<file path="config.mk">
export PLATFORM = sky130hd
export DESIGN_NAME = io_uart_tx_flat
export DESIGN_NICKNAME = d
export VERILOG_FILES = /design/src/rtl/io_uart_tx_if.sv /design/src/rtl/io_uart_tx.sv /design/src/flat_wrapper.sv
export SDC_FILE = /design/constraint.sdc
export NUM_CORES = 1
export LEC_CHECK = 0
export CORE_ASPECT_RATIO = 2
export CORE_MARGIN = 2
export CORE_UTILIZATION = 30
export CTS_CLUSTER_SIZE = 14
export DETAILED_ROUTE_END_ITERATION = 8
export SYNTH_ARGS = -nofsm -noshare
export SYNTH_HDL_FRONTEND = slang
export SYNTH_SLANG_ARGS = --single-unit
</file>
<file path="constraint.sdc">
create_clock -name clk -period 5 [get_ports clk]
set_input_delay 0.5 -clock clk [delete_from_list [all_inputs] [get_ports clk]]
set_output_delay 0.5 -clock clk [all_outputs]
set_load 0.02 [all_outputs]
</file>
<file path="src/rtl/io_uart_tx_if.sv">
// ----------------------------------------------------------------------------
// io_uart_tx_if
//
// Purpose:
//    Bundles the CPU-facing write port and the status/serial outputs of the
//    UART transmitter so the block drops into cpu_top as a single connection.
//
// Signals:
//    io_data_in  [7:0]  byte presented by the CPU (cpu_io_output)
//    io_write           single-cycle write strobe, one byte per high cycle
//    tx                 serial line, idles high
//    fifo_full          FIFO holds FIFO_DEPTH bytes
//    busy               FIFO non-empty or a frame in progress
//    overflow           sticky flag, a write was dropped
//
// Modports:
//    master  CPU side (drives data/strobe, observes status)
//    slave   transmitter side
// ----------------------------------------------------------------------------
interface io_uart_tx_if;

   logic [7:0] io_data_in;
   logic       io_write;
   logic       tx;
   logic       fifo_full;
   logic       busy;
   logic       overflow;

   modport master (
      output io_data_in,
      output io_write,
      input  tx,
      input  fifo_full,
      input  busy,
      input  overflow
   );

   modport slave (
      input  io_data_in,
      input  io_write,
      output tx,
      output fifo_full,
      output busy,
      output overflow
   );

endinterface

</file>
<file path="src/rtl/io_uart_tx.sv">
// ----------------------------------------------------------------------------
// io_uart_tx
//
// Purpose:
//    Serial transmitter on the consuming side of the CPU I/O write port.
//    Every byte strobed in with io_write is queued in a small circular FIFO
//    and shifted out as an 8N1 UART frame, LSB first. Frames are sent
//    back-to-back while the FIFO has data.
//
// Parameters:
//    CLKS_PER_BIT  clock cycles per serial bit (>= 2)
//    FIFO_DEPTH    FIFO entries (power of two, 2..16)
//
// Ports:
//    clk    system clock, all state updates on the rising edge
//    reset  synchronous active-high reset
//    bus    io_uart_tx_if.slave
//              io_data_in/io_write in, tx/fifo_full/busy/overflow out
// ----------------------------------------------------------------------------
module io_uart_tx #(
   parameter int CLKS_PER_BIT = 16,
   parameter int FIFO_DEPTH   = 4
) (
   input  logic         clk,
   input  logic         reset,
   io_uart_tx_if.slave  bus
);

   localparam int PW = $clog2(FIFO_DEPTH);
   localparam int CW = PW + 1;
   localparam int BW = (CLKS_PER_BIT > 1) ? $clog2(CLKS_PER_BIT) : 1;

   typedef enum logic [1:0] {
      IDLE,
      START,
      DATA,
      STOP
   } state_t;

   // Transmit FSM state and datapath registers
   state_t         r_state;
   state_t         w_stateNext;
   logic [BW-1:0]  r_baudCnt;
   logic [BW-1:0]  w_baudNext;
   logic [2:0]     r_bitIdx;
   logic [2:0]     w_bitIdxNext;
   logic [7:0]     r_shift;
   logic [7:0]     w_shiftNext;
   logic           r_tx;
   logic           w_txNext;

   // FIFO storage and bookkeeping
   logic [7:0]     r_mem [FIFO_DEPTH];
   logic [PW-1:0]  r_rdPtr;
   logic [PW-1:0]  r_wrPtr;
   logic [CW-1:0]  r_count;
   logic           r_overflow;

   logic           w_full;
   logic           w_notEmpty;
   logic           w_doWrite;
   logic           w_dropWrite;
   logic           w_doPop;
   logic           w_baudDone;

   // Fullness is judged on the registered count only, so a pop in the same
   // cycle never rescues a write that arrives while the FIFO reads full.
   assign w_full      = (r_count == CW'(FIFO_DEPTH));
   assign w_notEmpty  = (r_count != '0);
   assign w_doWrite   = bus.io_write & ~w_full;
   assign w_dropWrite = bus.io_write &  w_full;
   assign w_baudDone  = (r_baudCnt == BW'(CLKS_PER_BIT - 1));

   // Next-state logic for the transmit FSM. A pop happens only when the FSM
   // is ready for a new byte: directly from IDLE, or at the end of a stop bit
   // so consecutive frames follow each other without an idle cycle.
   always_comb begin
      w_stateNext  = r_state;
      w_baudNext   = r_baudCnt;
      w_bitIdxNext = r_bitIdx;
      w_shiftNext  = r_shift;
      w_doPop      = 1'b0;

      unique case (r_state)
         IDLE: begin
            w_baudNext = '0;
            if (w_notEmpty) begin
               w_doPop      = 1'b1;
               w_shiftNext  = r_mem[r_rdPtr];
               w_stateNext  = START;
            end
         end

         START: begin
            if (w_baudDone) begin
               w_baudNext   = '0;
               w_bitIdxNext = '0;
               w_stateNext  = DATA;
            end else begin
               w_baudNext   = r_baudCnt + BW'(1);
            end
         end

         DATA: begin
            if (w_baudDone) begin
               w_baudNext = '0;
               if (r_bitIdx == 3'd7) begin
                  w_stateNext  = STOP;
               end else begin
                  w_shiftNext  = {1'b0, r_shift[7:1]};
                  w_bitIdxNext = r_bitIdx + 3'd1;
               end
            end else begin
               w_baudNext = r_baudCnt + BW'(1);
            end
         end

         STOP: begin
            if (w_baudDone) begin
               w_baudNext = '0;
               if (w_notEmpty) begin
                  w_doPop     = 1'b1;
                  w_shiftNext = r_mem[r_rdPtr];
                  w_stateNext = START;
               end else begin
                  w_stateNext = IDLE;
               end
            end else begin
               w_baudNext = r_baudCnt + BW'(1);
            end
         end
      endcase
   end

   // The line level is derived from the upcoming state so that the registered
   // tx changes on the same edge as the state, giving the start bit one cycle
   // after the pop with no extra pipeline delay.
   always_comb begin
      w_txNext = 1'b1;
      unique case (w_stateNext)
         START:   w_txNext = 1'b0;
         DATA:    w_txNext = w_shiftNext[0];
         default: w_txNext = 1'b1;
      endcase
   end

   // FSM and shift-path registers. Reset abandons any frame in flight and
   // returns the line to the idle-high level immediately.
   always_ff @(posedge clk) begin
      if (reset) begin
         r_state   <= IDLE;
         r_baudCnt <= '0;
         r_bitIdx  <= '0;
         r_shift   <= '0;
         r_tx      <= 1'b1;
      end else begin
         r_state   <= w_stateNext;
         r_baudCnt <= w_baudNext;
         r_bitIdx  <= w_bitIdxNext;
         r_shift   <= w_shiftNext;
         r_tx      <= w_txNext;
      end
   end

   // FIFO pointers, occupancy and the sticky overflow flag. A simultaneous
   // write and pop moves both pointers but leaves the count unchanged.
   // Pointers wrap naturally because FIFO_DEPTH is a power of two.
   always_ff @(posedge clk) begin
      if (reset) begin
         r_rdPtr    <= '0;
         r_wrPtr    <= '0;
         r_count    <= '0;
         r_overflow <= 1'b0;
      end else begin
         if (w_doWrite) begin
            r_wrPtr <= r_wrPtr + PW'(1);
         end
         if (w_doPop) begin
            r_rdPtr <= r_rdPtr + PW'(1);
         end
         if (w_doWrite && !w_doPop) begin
            r_count <= r_count + CW'(1);
         end else if (!w_doWrite && w_doPop) begin
            r_count <= r_count - CW'(1);
         end
         if (w_dropWrite) begin
            r_overflow <= 1'b1;
         end
      end
   end

   // FIFO storage needs no reset: an entry is only ever read after it has
   // been written, and the count guards every read.
   always_ff @(posedge clk) begin
      if (w_doWrite) begin
         r_mem[r_wrPtr] <= bus.io_data_in;
      end
   end

   assign bus.tx        = r_tx;
   assign bus.fifo_full = w_full;
   assign bus.busy      = (r_state != IDLE) | w_notEmpty;
   assign bus.overflow  = r_overflow;

endmodule
</file>
<file path="src/flat_wrapper.sv">
// flat-port wrapper written by rule: the top's interface ports become plain ports
module io_uart_tx_flat 
#(
   parameter int CLKS_PER_BIT = 16,
   parameter int FIFO_DEPTH   = 4
)
  (clk, reset, bus_io_data_in, bus_io_write, bus_tx, bus_fifo_full, bus_busy, bus_overflow);
  io_uart_tx_if bus_i ();
  input  logic clk;
  input  logic reset;
  input wire logic [$bits(bus_i.io_data_in)-1:0] bus_io_data_in;
  input wire logic [$bits(bus_i.io_write)-1:0] bus_io_write;
  output wire logic [$bits(bus_i.tx)-1:0] bus_tx;
  output wire logic [$bits(bus_i.fifo_full)-1:0] bus_fifo_full;
  output wire logic [$bits(bus_i.busy)-1:0] bus_busy;
  output wire logic [$bits(bus_i.overflow)-1:0] bus_overflow;
  assign bus_i.io_data_in = bus_io_data_in;
  assign bus_i.io_write = bus_io_write;
  assign bus_tx = bus_i.tx;
  assign bus_fifo_full = bus_i.fifo_full;
  assign bus_busy = bus_i.busy;
  assign bus_overflow = bus_i.overflow;
  io_uart_tx #(.CLKS_PER_BIT(CLKS_PER_BIT), .FIFO_DEPTH(FIFO_DEPTH)) u_core (.clk(clk), .reset(reset), .bus(bus_i));
endmodule
</file>
# Word-level counts from Yosys, hierarchy flattened

Memory sizes are Yosys's and may differ from the RTL's. A register that Yosys moved wholly into a read port is not among the register bits.
Cells that the tools add are included.
Widths: inputs -> output; s select.

Logic and storage cells: 74
Input port bits: 11
Memories: 1
Bits in writable memories: 32
Output and inout port bits: 4
Register bits: 26

Memories:

| name         | depth | bits a word | rd ports | clocked after Yosys merged registers in | wr ports | line             | text |
|---|---|---|---|---|---|---|---|
| u_core.r_mem | 4     | 8           | 1        | 1                                       | 1        | io_uart_tx.sv:53 | `logic [7:0] r_mem [FIFO_DEPTH];` |

Multiplexer cells: 28
Add/subtract/negate cells: 6
Eq/ne operators: 12
Bitwise gates (word level): 4
Reductions and logical operators: 13

Operator list:

| operator            | count |
|---|---|
| $mux 8              | 4 |
| $pmux 8 s3          | 1 |
| $mux 3              | 5 |
| $mux 2              | 7 |
| $pmux 2 s4          | 1 |
| $pmux 4 s2          | 1 |
| $reduce_and 4->1    | 2 |
| $add 3x1->3 const B | 2 |
| $eq 2x2->1 const B  | 3 |
| $eq 3x3->1 const B  | 2 |
| $ne 2x1->1 const B  | 3 |
| $pmux 3 s2          | 1 |
| $reduce_bool 2->1   | 3 |
| $reduce_bool 3->1   | 2 |
| $mux 1              | 5 |
| $add 2x1->2 const B | 2 |
| $add 4x1->4 const B | 1 |
| $eq 2x1->1 const B  | 2 |
| $eq 4x4->1 const B  | 1 |
| $mux 4              | 1 |
| $pmux 1 s2          | 2 |
| $reduce_or 3->1     | 1 |
| $sub 3x1->3 const B | 1 |
| $and 1x1->1         | 2 |
| other kinds (6)     | 8 |

# Depth between registers and ports, before layout

Depth in word-level cells: 7
Mapped depth: 11
Gate-level depth less buffers: 11

# Least setup slack after synthesis

OpenSTA, ideal clock, no wires.

Kind: flip-flop to flip-flop
From: register u_core.r_state[0]
To: register u_core.r_count[2]
Data arrival time: 2.359 ns
Slack: 2.571 ns
Stages on the path, launching flop included: 12
Clock period less this slack: 2.429 ns
Cells stage by stage: dfxtp_1 inv_1 ha_1 a41oi_2 nor3_2 inv_1 ha_1 inv_1 fa_1 xor2_1 or3_1 a21oi_1

Word-level cells in the longest chain between the ends: 5

Ends and longest elaborated chain:

| element                                       | line              | text |
|---|---|---|
| start, declared                               | io_uart_tx.sv:41  | `state_t r_state;` |
| start signal, assigned                        | io_uart_tx.sv:157 | `r_state <= w_stateNext;` |
| $eq 2x2->1 or $logic_not 2->1 (tied branches) | io_uart_tx.sv:84  | `unique case (r_state)` |
| $pmux 1 s2 (*)                                | io_uart_tx.sv:84  |  |
| $logic_not 1->1                               | io_uart_tx.sv:181 | `if (w_doWrite && !w_doPop) begin` |
| $logic_and 1x1->1                             | io_uart_tx.sv:181 |  |
| $mux 3 or $reduce_bool 2->1 (tied branches)   | n/a               |  |
| end signal, assigned                          | io_uart_tx.sv:182 | `r_count <= r_count + CW'(1);` |
| end signal, assigned                          | io_uart_tx.sv:184 | `r_count <= r_count - CW'(1);` |
| end, declared                                 | io_uart_tx.sv:56  | `logic [CW-1:0] r_count;` |

Mark *: on every way between the ends. The rest lies on a longest branch, timed or not.
A chain may end at the register's enable or synchronous reset.

# Worst setup path after layout

Ends and elaborated chain as after synthesis.

==> metrics.txt <==
PwrDens=587 mW/mm2; Critical Path AT=2950 ps; H-tree depth=3; IO buf count=14; VDD IR max=0.279 mV; R2R depth=11; register area=0.00152 mm2; vias per cell=4.92; synth cell count leaders=32 x edfxtp_1, 28 x dfxtp_1, 28 x nor2_1; multiplexer area fraction after synthesis=7.51%; reg2reg setup slack=2290 ps; Core ar.=0.00865 mm2; cell with the most instances after synthesis=edfxtp_1; sink of the worst hold path=u_core.r_baudCnt[0]; Mapped Nets=238; DRC=0; relative slew slack=33.2%; total gr overflow=0; first-pass GRT wire length=8.43 mm; fmax=369 MHz; CP peak stage delay=460 ps; syn_area_per_cell=12.5 um2; Routability Congestion=0.827; Initial Util=30.8%; Post-synth EDFFs=32; # setup viols final=0; clock sinks=60; via count=1648; Tcrit/Tclk final=54.2%; Routed WL per cell=14.4 um; Cells after Synth=213; status=completed; unrepaired setup endpoints after global routing=false; hold depth=1; row count=48; CP Capture Type=register; crit-path cells=inv_1 > ha_1 > a41oi_2 > nor3_2 > inv_1 > ha_1 > inv_1 > fa_1 > xor2_1 > or3_1 > a21oi_1; CP Launch Type=register; ys flop type=edfxtp_1; Setup Skew=5.25 ps; Critical Path Source=u_core.r_state[0]; largest net degree at the start of global routing=26; Hold WC Path Type=reg2reg; Area contributors post-synth=edfxtp_1 36%, dfxtp_1 21%, mux4_2 6.8%, ha_1 6.1%, nor2_1 3.9%; worst-margin pin slew=999 ps; metal1 wirelength=1.71 mm; n_diodes=0; overall power=1.87 mW; final worst slack=2290 ps; Crit Path Max Fanout=8; Post-Layout Cell Count=335; simple-gate portion of the synthesized area=13.6%; DR WL met3=133 um; final net count=255; clk slew on worst S/H paths=50 ps; final-report hold violation count=0; Die Footprint=0.00970 mm2; met2 wire len=2.80 mm; Die Wd=70.7 um; setup TNS=0 ps; initial antenna violation count=0; share of layout cells above drive strength 1=13.6%; FF+latch count, synth=60; Synth cell types=42; Final HPWL DP=3.59 mm; largest area contributor in the netlist=edfxtp_1; CTS max path bufs=2; die height=137 um; cts repair resizes=0; most frequent CP cell=inv_1; Detailed Routing Iterations Pass 1=4; DRT Wirelength=4.84 mm; reg2reg start=u_core.r_state[0]; post-layout util=36.9%; worst endpoint required time=5240 ps; Max Used Layer=met4; Top delay family on crit path=adder cells; DR iter-0 viols=55; Synth top area share=36.0%; Tot GR Track Use=11.7%; I/O Pins=15; Final Max Tran Viols=0; Root Driver=clkbuf_16; Post-DRT Antenna Nets=0; Hold-fix buffers, CTS=0; P_leak=1.14 nW; critical path type=reg2reg; largest family of logic cells by synthesized area=simple AND/OR/NAND/NOR gates; CTS Buf Count=9; vias in the first global route=1761; Synth Area in Compound Gates=9.67%; post-synthesis sequential area ratio=57.1%; Max-Cap Viols=0; later-pin clock latency in the skew report=330 ps; Tmin final=2710 ps; fill count=886; hold slack=443 ps; synth warn=0; placed cell areas=0.00288 mm2; CP max stage cell=a41oi_2; area of the multi-input gates=0.00106 mm2; worst r2r dst=u_core.r_count[2]; dpl ws=2280 ps; TritonCTS clock tree=done; xor and xnor area share after synthesis=2.30%; post-synthesis adder-cell area fraction=6.85%; setup bufs post-CTS=0; hold path start=u_core.r_baudCnt[0]; Synth Cell Area=0.00267 mm2; P&R area growth vs syn=19.6%; WP buf/inv=3; ys async rst share=0%; final instance area=0.00319 mm2; placed cell count=319
==> registers in the layout, summed over array words and instances (netlist names), named ones only <==
register / cells
u_core.r_baudCnt: 4
u_core.r_bitIdx: 3
u_core.r_mem: 32
u_core.r_state: 2
u_core.r_count: 3
u_core.r_shift: 8
u_core.r_wrPtr: 2
u_core.bus.overflow: 1
u_core.bus.tx: 1
u_core.r_rdPtr: 2
==> cells in the final DEF, fill, tap and decap left out, types with 4 or more instances in the layout <==
master	count
clkbuf_16	9
a211oi_1	6
clkdlybuf4s50_1	14
xor2_1	4
and2_1	6
dfxtp_1	28
ha_1	13
nor2_1	28
edfxtp_1	32
inv_1	6
mux4_2	8
a21oi_1	11
nand2_1	15
nor3_1	10
==> area by class of cell <==
type | instances | share of cell area [%]
clock inverters | 6 | 2.47
multi-input cells | 138 | 33.4
clock buffers | 10 | 7.18
repair buffers | 15 | 4.63
flip-flops and latches | 60 | 47.7
inverters | 6 | 0.706
well taps | 100 | 3.92
==> logic make-up (layout without fill, tap and decap cells) <==
logic type                 Yosys count  after routing
xor gates and xnor gates             7              7
muxes                               10             10
adders and majority gates           14             14
AOI/OAI and AO/OA                   34             34
DFF                                 60             60
and+or+nand+nor                     73             73
buffers and inverters               15             37
==> routing by layer <==
| layer | up-vias | track usage [%] |
|---|---|---|
| met1 | 793 | 10.7 |
| met3 | 11 | 3.15 |
| met2 | 30 | 21.3 |
| met4 | 0 | 8.91 |
| li1 | 814 | - |
| met5 | - | 0 |
==> worst max path at each step <==
| stage | cells after the start | endpoint | slack (ps) |
|---|---|---|---|
| global placement | 11 | u_core.r_count[2] | 2370 |
| floorplan | 11 | u_core.r_count[2] | 2570 |
| CTS | 11 | u_core.r_count[2] | 2280 |
| finish | 11 | u_core.r_count[2] | 2290 |
| detailed placement | 11 | u_core.r_count[2] | 2280 |
| global route | 11 | u_core.r_count[2] | 2070 |
==> report_power, final <==
group	internal (mW)	switching (mW)	leakage [nW]
sequential	0.612	0.0701	0.523
clock	0.431	0.210	0.154
combinational	0.251	0.299	0.467
total	1.29	0.580	1.14
Note: power is estimated with default switching activity, not from simulation.
==> RTL edit 1, RTL diff (same flow settings) <==
Re-encode `state_t` (4 states) as Gray code, 2 bits wide.
--- a/src/rtl/io_uart_tx.sv
+++ b/src/rtl/io_uart_tx.sv
@@ -32,8 +32,8 @@
 
    typedef enum logic [1:0] {
-      IDLE,
-      START,
-      DATA,
-      STOP
+      IDLE  = 2'b00,
+      START = 2'b01,
+      DATA  = 2'b11,
+      STOP  = 2'b10
    } state_t;
 
Function: same outputs for any inputs over 10 cycles, from zero or initial values and one cycle with reset high; not proved beyond that.
==> RTL edit 1 against the original RTL <==
- setup slack better by 0.27 ns
- non-clock buffer count is 1 lower
- core utilization decreased by 0.75 points
- critical path type is now primary input to flip-flop
- total power decreased by 18%
- first-iteration DRC count decreased by 27%
- synthesized area shrank 5.3%
- wire length shrank 9.8%
- sequential cell count did not move
- critical path depth shrank 3
- final area decreased by 6.8%
==> RTL edit 1: results (changes against the original RTL) <==
Outcome
  • Status: complete, no violations (unchanged)

Yosys
  • Synth top area cells: edfxtp_1 (38%), dfxtp_1 (22%), mux4_2 (6.2%) (was edfxtp_1 (36%), dfxtp_1 (21%), mux4_2 (6.8%))
  • Distinct cells, synth: 41 (was 42)
  • Post-synth top cells: edfxtp_1 (32), dfxtp_1 (28), nor2_1 (13), a21oi_1 (9) (was edfxtp_1 (32), dfxtp_1 (28), nor2_1 (28), nand2_1 (15), ha_1 (13))
  • Mapped Nets: 197 (was 238)
  • Sequential-to-total area share from yosys stat: 0.603 (was 0.571)

Timing
  • Worst slew pin tran: 0.775 ns (was 0.999 ns)
  • Fin Clk Skew: 0.00636 ns (was 0.00525 ns)
  • Final Cycle Share: 0.489 (was 0.542)

Worst setup path
  • Crit-path max FO: 7 (was 8)
  • RR Startpoint: u_core.r_count[0]$_SDFFE_PP0P_ (was u_core.r_state[0]$_SDFF_PP0_)
  • R2R setup slack: 2.60 ns (was 2.29 ns)
  • Critical path arrival: 2.68 ns (was 2.95 ns)

Pwr
  • Static leakage: 1.02 nW (was 1.14 nW)
  • Peak VDD IR: 0.000224 V (was 0.000279 V)

Clock tree
  • Setup bufs post-CTS: 0 (unchanged)

Finish
  • Share of layout cells above drive strength 1: 0.155 (was 0.136)
  • # fillers: 805 (was 886)
  • Nets: 215 (was 255)

Placed design
  • Placed cell areas: 2720 um^2 (was 2880 um^2)
  • GPL Wtd Cong: 0.785 (was 0.827)
  • HPWL after detailed placement: 3140 um (was 3590 um)

GRT
  • GRT Total Usage: 0.115 (was 0.117)
  • Largest net degree at the start of global routing: 21 (was 26)
  • First-pass GRT wire length: 7510 um (was 8430 um)
  • Number of global-route vias before repair: 1514 (was 1761)

Route
  • Drt total wl: 4360 um (was 4840 um)
  • Initial drt markers: 40 (was 55)
  • Vias: 1423 (was 1648)

Hold path
  • Hold Path Origin: u_core.r_bitIdx[2]$_SDFFE_PP0P_ (was u_core.r_baudCnt[0]$_SDFF_PP0_)
  • Worst hold endpoint: u_core.r_bitIdx[2]$_SDFFE_PP0P_ (was u_core.r_baudCnt[0]$_SDFF_PP0_)
==> RTL edit 1: cell count changes in the layout (fill, tap and decap cells not counted), moves of 3 or more <==
cell       change
nand2_1        -7
o2bb2ai_1      +6
ha_1           -5
nor2_1        -15
a211oi_1       -6
clkbuf_1       +3
nor3_1         -9
nand2b_1       +3
a22oi_1        +5
==> RTL edit 1: final cells by class <==
| cell class | instances | area [um^2] | share of cell area |
|---|---|---|---|
| Timing Repair Buffer | 14 | 140 | 0.0471 |
| Multi-Input combinational cell | 103 | 908 | 0.306 |
| Tap cell | 98 | 123 | 0.0412 |
| Clock buffer | 13 | 240 | 0.0808 |
| Clock inverter | 3 | 13.8 | 0.00463 |
| Inverter | 7 | 26.3 | 0.00884 |
| Sequential cell | 60 | 1520 | 0.512 |
==> RTL edit 1: stage by stage <==
| step | setup slack [ns] | std cells | hold slack (ns) |
|---|---|---|---|
| after global placement | 2.30 | 282 | 0.434 |
| after floorplan | 2.72 | 177 | 0.418 |
| after detailed placement | 2.23 | 282 | 0.450 |
| after CTS | 2.55 | 298 | 0.457 |
| after global routing | 2.38 | 298 | 0.473 |
| final | 2.56 | 298 | 0.453 |
==> RTL edit 1: worst max path at each step <==
stage	end	depth (start not counted)	slack (ns)	startpoint
after floorplan	u_core.r_count[2]$_SDFFE_PP0P_	9	2.72	u_core.r_count[2]$_SDFFE_PP0P_
after global placement	u_core.r_count[2]$_SDFFE_PP0P_	8	2.30	bus_io_write
after detailed placement	u_core.r_count[2]$_SDFFE_PP0P_	8	2.23	bus_io_write
after CTS	u_core.r_count[2]$_SDFFE_PP0P_	8	2.55	bus_io_write
after global routing	u_core.r_count[2]$_SDFFE_PP0P_	8	2.38	u_core.r_count[0]$_SDFFE_PP0P_
final	u_core.r_count[2]$_SDFFE_PP0P_	8	2.56	bus_io_write
==> RTL edit 1: where the power goes <==
group / switching (W) / internal, W
Combinational: 0.000172 / 0.000169
Clock: 0.000191 / 0.000331
Sequential: 0.0000702 / 0.000600
==> RTL edit 1: layer usage <==
metal	track usage	vias to the layer above	wire (um)
li1	-	692	-
met1	0.116	703	1560
met5	0	-	0
met4	0.0741	0	143
met3	0.0355	9	132
met2	0.194	19	2520
==> RTL edit 1: kinds of logic (layout without fill, tap and decap cells) <==
family / Yosys count / count (layout) / share of synthesized area
flops: 60 / 60 / 0.603
simple gates: 44 / 44 / 0.101
compound gates: 33 / 33 / 0.106
buf+inv: 14 / 37 / 0.0377
mux: 11 / 11 / 0.0847
fa+ha+maj: 9 / 9 / 0.0476
xor+xnor: 6 / 6 / 0.0208
==> RTL edit 1: worst max-delay path, cell delays in order <==
cell and delay, ns:
clkdlybuf4s50_1 0.48, nor2b_1 0.38, ha_1 0.26, inv_1 0.06, fa_1 0.38, xor2_1 0.16
or3_1 0.31, a21oi_1 0.15
==> RTL edit 2, RTL diff (config.mk and constraints unchanged) <==
Without the edit above. `CLKS_PER_BIT` is set to 16 in 2 places; all go to 8.
--- a/src/rtl/io_uart_tx.sv
+++ b/src/rtl/io_uart_tx.sv
@@ -19,5 +19,5 @@
 // ----------------------------------------------------------------------------
 module io_uart_tx #(
-   parameter int CLKS_PER_BIT = 16,
+   parameter int CLKS_PER_BIT = 8,
    parameter int FIFO_DEPTH   = 4
 ) (
--- a/src/flat_wrapper.sv
+++ b/src/flat_wrapper.sv
@@ -2,5 +2,5 @@
 module io_uart_tx_flat 
 #(
-   parameter int CLKS_PER_BIT = 16,
+   parameter int CLKS_PER_BIT = 8,
    parameter int FIFO_DEPTH   = 4
 )
Behaviour: no difference found for any inputs over 10 cycles, from zero or initial values and one cycle with reset high; that may be too few to reach the edited logic, so the function may still have changed.
==> RTL edit 2 against the original RTL <==
- sequential cell count down 1
- fmax down 4.8%
- synthesized area down 2.8%
- wire length down 0.31%
- setup slack worse by 0.14 ns
- final area down 1.3%
- largest power group unchanged
- first-iteration DRC count down 5.5%
- total power down 1.9%
==> RTL edit 2: results (changes against the original RTL) <==
Outcome
  • Status: complete, no violations (unchanged)

Clock tree
  • H-tree depth: 3 (unchanged)
  • Root cell of the clock tree: clkbuf_16 (unchanged)
  • Clk slew on worst S/H paths: 0.06 ns
  • Clk buf depth: 2 (unchanged)
  • TritonCTS Buffers: 9 (unchanged)
  • Latest clock arrival within the worst-skew pair: 0.33 ns (about the same)

Placed design
  • HPWL after detailed placement: 3420 um (was 3590 um)
  • GPL Wtd Cong: 0.746 (was 0.827)
  • Port bufs: 14 (unchanged)
  • Cells after DPL: 319 (unchanged)
  • Placement Setup Slack: 2.14 ns (was 2.28 ns)

Worst setup path
  • CP max stage delay: 0.44 ns (was 0.46 ns)
  • CP max stage cell: a21oi_2 (was a41oi_2)
  • Crit-path max FO: 13 (was 8)
  • Critical path arrival: 3.09 ns (was 2.95 ns)
  • Crit-path leading delay family: adder cells (unchanged)

Yosys
  • Post-synth EDFFs: 32 (unchanged)
  • Mapped Nets: 239 (was 238)
  • Post-synth top cells: edfxtp_1 (32), dfxtp_1 (27), nor2_1 (24), nand2_1 (17) (was edfxtp_1 (32), dfxtp_1 (28), nor2_1 (28), nand2_1 (15), ha_1 (13))
  • Distinct cells, synth: 38 (was 42)
  • Synth top area cells: edfxtp_1 (37%), dfxtp_1 (21%), mux4_2 (6.9%) (was edfxtp_1 (36%), dfxtp_1 (21%), mux4_2 (6.8%))
  • Synthesis Warnings: 0 (unchanged)
  • Sequential-to-total area share from yosys stat: 0.579 (was 0.571)
  • Fraction of registers with async set/reset: 0 (unchanged)
  • Mapped Cells: 213 (unchanged)

Timing
  • Worst slew pin tran: 1.01 ns (was 0.999 ns)
  • Fin Clk Skew: 0.00618 ns (was 0.00525 ns)

Route
  • Initial drt markers: 52 (was 55)
  • Pre-Repair DR Iteration Count: 4 (unchanged)
  • Post-DR vias/cell: 4.95 (was 4.92)
  • WL per Instance: 14.4 um (about the same)

Finish
  • Diode count: 0 (unchanged)
  • Fin cells: 335 (unchanged)
  • Share of layout cells above drive strength 1: 0.128 (was 0.136)
  • # fillers: 854 (was 886)
  • Biggest regs: u_core.r_mem (32), u_core.r_shift (8) (was u_core.r_mem (32), u_core.r_shift (8), u_core.r_baudCnt (4))
  • Nets: 256 (was 255)

Hold path
  • Hold Crit Class: flip-flop to flip-flop (unchanged)

GRT
  • Largest net degree at the start of global routing: 27 (was 26)
  • Number of global-route vias before repair: 1772 (was 1761)
  • GRT Total Usage: 0.114 (was 0.117)
  • First-pass GRT wire length: 8120 um (was 8430 um)
  • Antenna violations before repair: 0 (unchanged)

Pwr
  • Peak VDD IR: 0.000205 V (was 0.000279 V)
  • Static leakage: 1.15 nW (was 1.14 nW)
RTL edit 2: stage by stage:
| step | instance area, um^2 | hold slack, ns | util | power, W |
|---|---|---|---|---|
| after global placement | 2820 | 0.414 | 0.331 | 0.00117 |
| after CTS | 3150 | 0.439 | 0.369 | 0.00185 |
| after global routing | 3150 | 0.458 | 0.369 | 0.00194 |
| after floorplan | 2590 | 0.405 | - | 0.00105 |
| final | 3150 | 0.435 | 0.369 | 0.00184 |
| after detailed placement | 2820 | 0.431 | 0.331 | 0.00118 |
RTL edit 2: cell families (layout without fill, tap and decap cells):
| group | count (synthesis) | count (layout) | synth area share |
|---|---|---|---|
| AOI/OAI and AO/OA | 36 | 36 | 0.0922 |
| xor gates and xnor gates | 5 | 5 | 0.0169 |
| adders and majority gates | 15 | 15 | 0.0753 |
| buffers and inverters | 15 | 37 | 0.0261 |
| DFF | 59 | 59 | 0.579 |
| muxes | 9 | 9 | 0.0734 |
| and+or+nand+nor | 74 | 74 | 0.137 |
RTL edit 2: cell type report:
class / instances / area [um^2] / area share
clock inverter: 7 / 101 / 0.0322
sequential: 59 / 1500 / 0.477
clock buffer: 9 / 225 / 0.0716
multi-input combinational: 139 / 1020 / 0.325
tap: 100 / 125 / 0.0398
inverter: 6 / 22.5 / 0.00716
timing repair buffer: 15 / 148 / 0.0469
RTL edit 2: worst reg2reg max path, cell delays in order (launching register included):
cell	delay, ns
dfxtp_1	0.31
ha_1	0.19
ha_1	0.33
a21oi_2	0.44
nor3_1	0.16
inv_1	0.09
ha_1	0.18
inv_1	0.06
fa_1	0.37
xor2_1	0.16
or3_1	0.30
a21oi_1	0.16
RTL edit 2: path summary, 6_finish.rpt:
check                                  from                              to  slack (ns)  cells after the start
min reg2reg  u_core.r_baudCnt[0]$_SDFF_PP0_  u_core.r_baudCnt[0]$_SDFF_PP0_        0.44                      1
max          u_core.r_baudCnt[0]$_SDFF_PP0_  u_core.r_count[2]$_SDFFE_PP0P_        2.15                     11
min          u_core.r_baudCnt[0]$_SDFF_PP0_  u_core.r_baudCnt[0]$_SDFF_PP0_        0.44                      1
max reg2reg  u_core.r_baudCnt[0]$_SDFF_PP0_  u_core.r_count[2]$_SDFFE_PP0P_        2.15                     11
RTL edit 2: metal layers:
metal	track usage	wire (um)
met5	0	0
met4	0.0780	190
met3	0.0335	136
met2	0.210	2720
met1	0.106	1770
RTL edit 2: where the power goes:
| part | internal [W] | switching (W) |
|---|---|---|
| registers | 0.000602 | 0.0000695 |
| clock network | 0.000439 | 0.000225 |
| logic | 0.000225 | 0.000276 |
| total | 0.00127 | 0.000571 |
